File: src/rtl/vga_timing_ctrl.sv
// Free-running clock divider plus 640x480@60Hz VGA timing core on a single clock.
// Define VGA_TEST_PATTERN_EN to replace d_in with eight vertical colour bars.
module vga_timing_ctrl #(
  parameter int unsigned DIV_LOG2 = 2,
  parameter int unsigned H_TOTAL  = 800,
  parameter int unsigned V_TOTAL  = 525
) (
  input  logic        clk,
  input  logic        rst,
  output logic [31:0] clkdiv,
  output logic        pix_tick,
  input  logic [11:0] d_in,
  output logic [8:0]  row_addr,
  output logic [9:0]  col_addr,
  output logic        video_on,
  output logic        hs,
  output logic        vs,
  output logic [3:0]  r,
  output logic [3:0]  g,
  output logic [3:0]  b
);

  localparam int unsigned H_W         = 10;
  localparam int unsigned V_W         = 10;
  localparam int unsigned ROW_W       = 9;
  localparam int unsigned COL_W       = 10;
  localparam int unsigned RGB_W       = 12;
  localparam int unsigned H_SYNC_END  = 95;
  localparam int unsigned H_VIS_FIRST = 143;
  localparam int unsigned H_VIS_LAST  = 782;
  localparam int unsigned V_SYNC_END  = 1;
  localparam int unsigned V_VIS_FIRST = 35;
  localparam int unsigned V_VIS_LAST  = 514;

  logic [H_W-1:0]   h_count;
  logic [V_W-1:0]   v_count;
  logic             h_last;
  logic             v_last;
  logic             raw_hs;
  logic             raw_vs;
  logic             active;
  logic [RGB_W-1:0] pix_src;

  // Free-running divider; pix_tick marks the last clk of each pixel period
  always_ff @(posedge clk) begin
    if (rst) clkdiv <= '0;
    else     clkdiv <= clkdiv + 32'd1;
  end

  assign pix_tick = &clkdiv[DIV_LOG2-1:0];

  assign h_last = (h_count == H_W'(H_TOTAL - 1));
  assign v_last = (v_count == V_W'(V_TOTAL - 1));

  always_ff @(posedge clk) begin
    if (rst) begin
      h_count <= '0;
      v_count <= '0;
    end else if (pix_tick) begin
      if (h_last) begin
        h_count <= '0;
        v_count <= v_last ? '0 : v_count + V_W'(1);
      end else begin
        h_count <= h_count + H_W'(1);
      end
    end
  end

  assign raw_hs = (h_count > H_W'(H_SYNC_END));
  assign raw_vs = (v_count > V_W'(V_SYNC_END));
  assign active = (h_count >= H_W'(H_VIS_FIRST)) && (h_count <= H_W'(H_VIS_LAST)) &&
                  (v_count >= V_W'(V_VIS_FIRST)) && (v_count <= V_W'(V_VIS_LAST));

`ifdef VGA_TEST_PATTERN_EN
  // Eight 80-column bars keyed on the address the current video_on belongs to
  localparam int unsigned BAR_COLS = 80;
  logic [2:0] bar;
  logic       unused_d_in;
  assign bar         = 3'(col_addr / COL_W'(BAR_COLS));
  assign pix_src     = {{4{bar[2]}}, {4{bar[1]}}, {4{bar[0]}}};
  assign unused_d_in = ^d_in;
`else
  assign pix_src = d_in;
`endif

  // Sync, address and colour pipeline; colour uses the previous video_on
  always_ff @(posedge clk) begin
    if (rst) begin
      hs        <= 1'b0;
      vs        <= 1'b0;
      video_on  <= 1'b0;
      col_addr  <= '0;
      row_addr  <= '0;
      {r, g, b} <= '0;
    end else if (pix_tick) begin
      hs        <= raw_hs;
      vs        <= raw_vs;
      video_on  <= active;
      col_addr  <= COL_W'(h_count - H_W'(H_VIS_FIRST));
      row_addr  <= ROW_W'(v_count - V_W'(V_VIS_FIRST));
      {r, g, b} <= video_on ? pix_src : RGB_W'(0);
    end
  end

endmodule

File: config.mk
export PLATFORM = sky130hd
export DESIGN_NAME = vga_timing_ctrl
export DESIGN_NICKNAME = d
export VERILOG_FILES = /design/src/rtl/vga_timing_ctrl.sv
export SDC_FILE = /design/constraint.sdc
export NUM_CORES = 1
export LEC_CHECK = 0
export CAP_MARGIN = 5
export CORE_ASPECT_RATIO = 0.7
export CORE_MARGIN = 5
export CORE_UTILIZATION = 40
export CTS_CLUSTER_SIZE = 25
export DETAILED_ROUTE_END_ITERATION = 16
export PLACE_DENSITY = 0.7
export SYNTH_ARGS = -nofsm -noshare
export SYNTH_HDL_FRONTEND = slang
export SYNTH_SLANG_ARGS = --single-unit
export TNS_END_PERCENT = 5
File: constraint.sdc
create_clock -name clk -period 2.6 [get_ports clk]
set_input_delay 0.52 -clock clk [delete_from_list [all_inputs] [get_ports clk]]
set_output_delay 0.52 -clock clk [all_outputs]
set_load 0.01 [all_outputs]
After elaboration in Yosys (flattened, before gate mapping)
Index checks and enable logic that the tools add are counted.

Input port bits: 14. Output and inout bits: 67. Word-level logic and storage cells: 32. Register bits after elaboration: 86.

Order comparisons: 6. Equal/unequal tests: 2. Add/sub/neg operators: 5. Reductions and logical operators: 5. Multiplexer cells: 3.

Operator list (count): $add A32 B1 Y32 const B (1); $add A10 B1 Y10 const B (2); $eq A10 B10 Y1 const B (2); $le A10 B10 Y1 const B (2); $mux W10 (2); $mux W12 (1); $ge A10 B6 Y1 const B (1); $ge A10 B8 Y1 const B (1); $gt A10 B1 Y1 const B (1); $gt A10 B7 Y1 const B (1); $sub A10 B8 Y10 const B (1); $sub A9 B6 Y9 const B (1); $logic_and A1 B1 Y1 (3); $reduce_and A3 Y1 (1); $reduce_and A2 Y1 (1).

Depth between registers and ports, before layout
Gate-level depths: netlist of the first run.

Depth after elaboration: 4. Gate-level depth with buffers: 8. Mapped depth without buffers: 6.

Worst setup path before layout of the first run
No wires, ideal clock.

Kind: flip-flop to flip-flop. Start: register clkdiv[0]. End: register clkdiv[24]. Data arrival time: 2.160 ns. Cell stages (with the launch flop): 9. Library setup time: 0.070 ns. Path slack: 0.370 ns. Clock period less this slack: 2.230 ns. Path buffers: 3. Path through: dfxtp_1 ha_1 clkbuf_1 nand3_1 or4_1 clkbuf_1 clkbuf_1 or3_1 a21oi_1.

Longest elaborated chain between the ends: 1.

RTL lines: start, declared (line 10) `output logic [31:0] clkdiv,`; start signal, assigned (line 47) `else clkdiv <= clkdiv + 32'd1;`; $add A32 B1 Y32 (line 47).

No other way between the ends. A chain may end at the register's enable or synchronous reset.

Worst setup path after layout of the first run
Start: register h_count[4]. End: register v_count[7].

Longest elaborated chain between the ends: 2.

RTL lines: start, declared (line 35) `logic [H_W-1:0] h_count;`; start signal, assigned (line 64) `h_count <= h_count + H_W'(1);`; $eq A10 B10 Y1 (line 52) `assign h_last = (h_count == H_W'(H_TOTAL - 1));`; $reduce_and A3 Y1 (no source line); end signal, assigned (line 62) `v_count <= v_last ? '0 : v_count + V_W'(1);`; end, declared (line 36) `logic [V_W-1:0] v_count;`.

No other way between the ends.

==> flow_summary.toml, run 1 <==
[floorplan]
die_w_um = 131
initial_core_util_pct = 41.5
core_um2 = 9830
fp-row-count = 30
fp.dieH_um = 94.5
boundaryPins = 81
die-area_um2 = 12400

[grt]
grt_start_max_net_pins = 53
grt_pass1_vias = 3436
grtUsageTotal_pct = 18.1
antenna_found_initial = 0
grt_pass1_wl_um = 17900
grt_overflow = 0

[sta]
hold_viol_final = 0
worst_pin_slew_ns = 0.717
fin_skew_ns = 0.00540
setup_violations = 0
timing.final.crit_share_pct = 88.5
tns_ns = 0
slew_headroom_pct = 52.2
drv_slew = 0
fmax_mhz = 434
holdWs_ns = 0.471
fin_crit_ns = 2.30
rsz0062_at_grt = "false"

[synthesis]
synth_flop_cell = "dfxtp_1"
netlist_area_um2 = 4080
synth.distinct_cells = 45
yosysWarnings = 0
synth_edf_count = 0
synthCells = 481
ys_seq_elements = 86
syn-num-nets = 503
avgSynthCellArea_um2 = 8.48
ys_seq_area_share_pct = 42.2
synthArstFlopShare_pct = 0

[drt]
antenna_left = 0
drc_errors = 0
drt_wl_total_um = 10800
vias_per_cell = 5.42
first_pass_iters = 5
dr.first_iter.drc_count = 325
wl_per_cell_um = 16.0
vias = 3652

[finish]
regArea_um2 = 1720
multi_input_area_um2 = 2170
drive_above_1_share_pct = 6.41
mostFrequentLayoutCell = "dfxtp_1"
syn_to_final_growth_pct = 29.1
final_cell_mix = "dfxtp_1 (86), clkdlybuf4s50_1 (79), nor2_1 (68), a21oi_1 (35), nand3_1 (23)"
post-route-util_pct = 53.6
final_area_um2 = 5270
layout.nets = 563
fillers = 906
diodes = 0

[clock_tree]
cts_sinks = 86
h-tree-depth = 3
cts_tree = "yes"
cts_hold_buf = 0
clkTransAtPathRegs_ns = 0.06
cts_inserted_buffers = 9
cts_root_buffer = "clkbuf_16"
clk_latency_ns = 0.34
cts.repair.resized = 0
clk_path_buf_depth = 2
post_cts_buffers = 0

[setup_path]
reg2regPathDepth = 4
cpPeakStageDelay_ns = 0.55
critPathLaunch = "h_count[4]$_SDFFE_PP0P_"
crit_path_end_kind = "flip-flop"
r2r_setup_slack_ns = 0.30
cp_max_fo = 15
worstPathCellList = "or4b_4 > or3_4 > or4_1 > a21oi_1"
cp-start-kind = "flip-flop"
crit_type = "flip-flop to flip-flop"
crit_required_ns = 2.87
slowest_stage = "or4b_4"
reg2reg_from = "h_count[4]$_SDFFE_PP0P_"
cp.arrival_ns = 2.58
worst_r2r_endpoint = "v_count[7]$_SDFFE_PP0P_"

[outcome]
status = "completed"

[power]
leakage_nw = 1.78
ir_drop_uv = 406
power_density_nw_per_um2 = 560

[flow_run]
maxCapViolations = 0

[worst_hold_path]
hp-start = "col_addr[7]$_SDFFE_PP0P_"
hold_class = "flip-flop to flip-flop"
min_to = "col_addr[7]$_SDFFE_PP0P_"
hold_depth = 2

[place]
portBuffers = 80
dpl-instance-area_um2 = 4940
dp_hpwl_um = 7510
gp_congestion = 0.843
[worst max-delay path by stage]
stage / cells past startpoint / slack (ns) / endpoint
after detailed placement: 4 / 0.35 / v_count[7]$_SDFFE_PP0P_
after global routing: 5 / 0.18 / clkdiv[18]$_SDFF_PP0_
after floorplan: 8 / 0.37 / clkdiv[24]$_SDFF_PP0_
after CTS: 4 / 0.33 / v_count[7]$_SDFFE_PP0P_
final: 4 / 0.30 / v_count[7]$_SDFFE_PP0P_
after global placement: 4 / 0.42 / v_count[9]$_SDFFE_PP0P_
[metal layers]
layer | track usage, % | share of wire, % | vias to the layer above
met3 | 8.42 | 10 | 12
met4 | 5.48 | 1.3 | 0
met2 | 23.8 | 41 | 132
met1 | 26.0 | 48 | 1683
met5 | 0 | 0 | -
li1 | - | - | 1825
[synthesized netlist by cell type (all sizes together) (2+ instances only)]
cell type,count,share of area (%)
nand2,22,2.0
o31ai,13,2.4
and3,3,0.46
mux2,8,2.2
dfxtp,86,42
xnor2,17,3.6
inv,9,0.83
nor3,8,0.98
buf,8,0.98
ha,8,2.5
nand3,23,2.8
nor4,11,1.7
clkbuf,30,2.8
and2,2,0.31
nor2b,21,3.2
nor2,68,6.3
a21oi,35,4.3
a211oi,12,2.2
nand4,13,2.0
o21ai,9,1.1
or3,8,1.3
a311oi,3,0.64
xor2,16,3.4
nand2b,6,0.92
or4,16,2.9
mux2i,5,1.2
and4,7,1.5
[stage by stage]
stage                     total power [mW]  setup slack [ns]  cells
after floorplan                       1.46             0.370    481
after global placement                1.54             0.417    658
after detailed placement              1.54             0.349    658
after CTS                             2.98             0.332    674
after global routing                  3.06             0.184    674
final                                 2.95             0.298    674
[cell families after synthesis]
group / after synthesis / synth area share [%]
xor gates and xnor gates: 33 / 7.08
buffers and inverters: 47 / 4.60
AOI/OAI and AO/OA: 81 / 12.5
muxes: 13 / 3.43
and+or+nand+nor: 213 / 27.7
adders and majority gates: 8 / 2.45
DFF: 86 / 42.2
[critical path: cells and delay by family (launching register included)]
family,cells,cell delay (ns)
AO/OA/AOI/OAI,1,0.15
flip-flops,1,0.53
AND/OR/NAND/NOR,3,1.56
[state kept, by name, summed over array words and instances (netlist names)]
| signal | cells |
|---|---|
| col_addr | 10 |
| video_on | 1 |
| b | 4 |
| h_count | 10 |
| hs | 1 |
| vs | 1 |
| r | 4 |
| row_addr | 9 |
| v_count | 10 |
| clkdiv | 32 |
| g | 4 |
[power by group]
group / total (mW) / internal [mW] / leakage (nW) / switching, mW
combinational: 0.159 / 0.0782 / 0.923 / 0.0803
sequential: 1.36 / 1.34 / 0.695 / 0.0167
clock: 1.44 / 0.938 / 0.161 / 0.499
total: 2.95 / 2.36 / 1.78 / 0.596
[layout make-up]
| class | instances | area share (%) |
|---|---|---|
| tap | 128 | 3.04 |
| multi-input combinational | 348 | 41.2 |
| clock inverter | 4 | 1.80 |
| timing repair buffer | 87 | 16.1 |
| inverter | 9 | 0.641 |
| clock buffer | 12 | 4.49 |
| sequential | 86 | 32.7 |
(Power assumes the default switching activity.)
==> run 2: changes to the inputs <==
- CORE_MARGIN: 5 -> 2
==> run 2 against run 1 <==
Via count down 0.44%. Critical path depth unchanged. Fmax up 1.6%. Flip-flop and latch count unchanged.
==> flow_summary.toml, run 2 (synthesized netlist as in run 1, its figures left out) <==
[setup_path]
crit_type = "flip-flop to flip-flop"
cp_max_fo = 15
cp-start-kind = "flip-flop"
path_buf_inv = 0
crit_family = "simple AND/OR/NAND/NOR gates"
cp.arrival_ns = 2.52
crit_path_end_kind = "flip-flop"
crit_required_ns = 2.86
cpPeakStageDelay_ns = 0.54
slowest_stage = "or4b_4"
worstPathCellList = "or4b_4 > or3_4 > or4_1 > a21oi_1"

[floorplan]
fp-row-count = 30
initial_core_util_pct = 41.6
boundaryPins = 81
die_w_um = 125
fp.dieH_um = 88.5
die-area_um2 = 11000
core_um2 = 9800

[clock_tree]
cts_tree = "yes"
clk_path_buf_depth = 2
cts.repair.resized = 0
cts_inserted_buffers = 9
clk_latency_ns = 0.34
h-tree-depth = 3
cts_root_buffer = "clkbuf_16"
clkTransAtPathRegs_ns = 0.07
post_cts_buffers = 0
cts_hold_buf = 0
cts_sinks = 86

[power]
ir_drop_uv = 350
seq_power_share_pct = 46.0
swShare_pct = 20.4
pwr-share-comb_pct = 5.3
p_sw_mw = 0.600
clkPwrFrac_pct = 48.6
leakage_nw = 1.76
power_density_nw_per_um2 = 561
internal_power_mw = 2.35

[worst_hold_path]
hold_class = "flip-flop to flip-flop"

[sta]
fin_skew_ns = 0.0108
drv_slew = 0
hold_viol_final = 0
fmax_mhz = 442
timing.final.crit_share_pct = 87.1
tns_ns = 0
worst_pin_slew_ns = 0.716
holdWs_ns = 0.475
setup_slack_ns = 0.335
setup_violations = 0
rsz0062_at_grt = "false"
fin_crit_ns = 2.26
slew_headroom_pct = 51.7

[place]
portBuffers = 80
gp_congestion = 0.857
place_ws_ns = 0.375
dp_hpwl_um = 7110

[finish]
diodes = 0
top_register = "clkdiv"
drive_above_1_share_pct = 5.91
syn_to_final_growth_pct = 28.8
mostFrequentLayoutCell = "dfxtp_1"
layout.nets = 560
multi_input_area_um2 = 2170
final_cell_mix = "dfxtp_1 (86), clkdlybuf4s50_1 (79), nor2_1 (68), a21oi_1 (35), nand3_1 (23)"
largest_reg_flops = 32
regArea_um2 = 1720
fillers = 894

[drt]
drt_wl_total_um = 10300
drc_errors = 0
dr.first_iter.drc_count = 185
first_pass_iters = 4
wl_per_cell_um = 15.3
antenna_left = 0
vias_per_cell = 5.43
vias = 3636

[grt]
grt_start_max_net_pins = 61
grt_pass1_wl_um = 16700
grt_overflow = 0
antenna_found_initial = 0
grt_pass1_vias = 3316
grtUsageTotal_pct = 18.9

[outcome]
status = "completed"

[flow_run]
maxCapViolations = 0
run 2: metrics by stage:
step / cells / power (mW) / util [%] / cell area [um2]
after floorplan: 481 / 1.46 / - / 4080
after global placement: 655 / 1.54 / 50.3 / 4930
after detailed placement: 655 / 1.54 / 50.3 / 4930
after CTS: 669 / 2.97 / 53.6 / 5250
after global routing: 669 / 3.05 / 53.6 / 5250
final: 669 / 2.95 / 53.6 / 5250
run 2: layout make-up:
class | count | share of cell area, %
inverters | 9 | 0.643
repair buffers | 84 | 16.0
clock buffers | 10 | 4.36
clock inverters | 4 | 1.86
well taps | 128 | 3.05
multi-input cells | 348 | 41.4
flip-flops and latches | 86 | 32.8
run 2: power by group through the flow:
stage	registers (mW)	clock network [mW]	logic [mW]
after floorplan	1.39	0	0.0675
after global placement	1.38	0	0.155
after detailed placement	1.38	0	0.158
after CTS	1.36	1.46	0.158
after global routing	1.36	1.52	0.171
final	1.36	1.43	0.157
run 2: worst min-delay path, stage by stage, from the launching register on:
cell	delay, ns
dfxtp_1	0.31
nand2b_1	0.07
a21oi_1	0.05
run 2: per-layer routing:
layer	part of all wire, %	track usage (%)	vias up
li1	-	-	1812
met1	50	27.0	1704
met2	41	27.1	111
met3	7.3	6.35	9
met4	1.3	5.92	0
met5	0	0	-
run 2: final timing paths:
check | slack [ns] | from | cells past startpoint | to
max | 0.34 | h_count[4]$_SDFFE_PP0P_ | 4 | v_count[9]$_SDFFE_PP0P_
min | 0.47 | col_addr[7]$_SDFFE_PP0P_ | 2 | col_addr[7]$_SDFFE_PP0P_
max reg2reg | 0.34 | h_count[4]$_SDFFE_PP0P_ | 4 | v_count[9]$_SDFFE_PP0P_
min reg2reg | 0.47 | col_addr[7]$_SDFFE_PP0P_ | 2 | col_addr[7]$_SDFFE_PP0P_
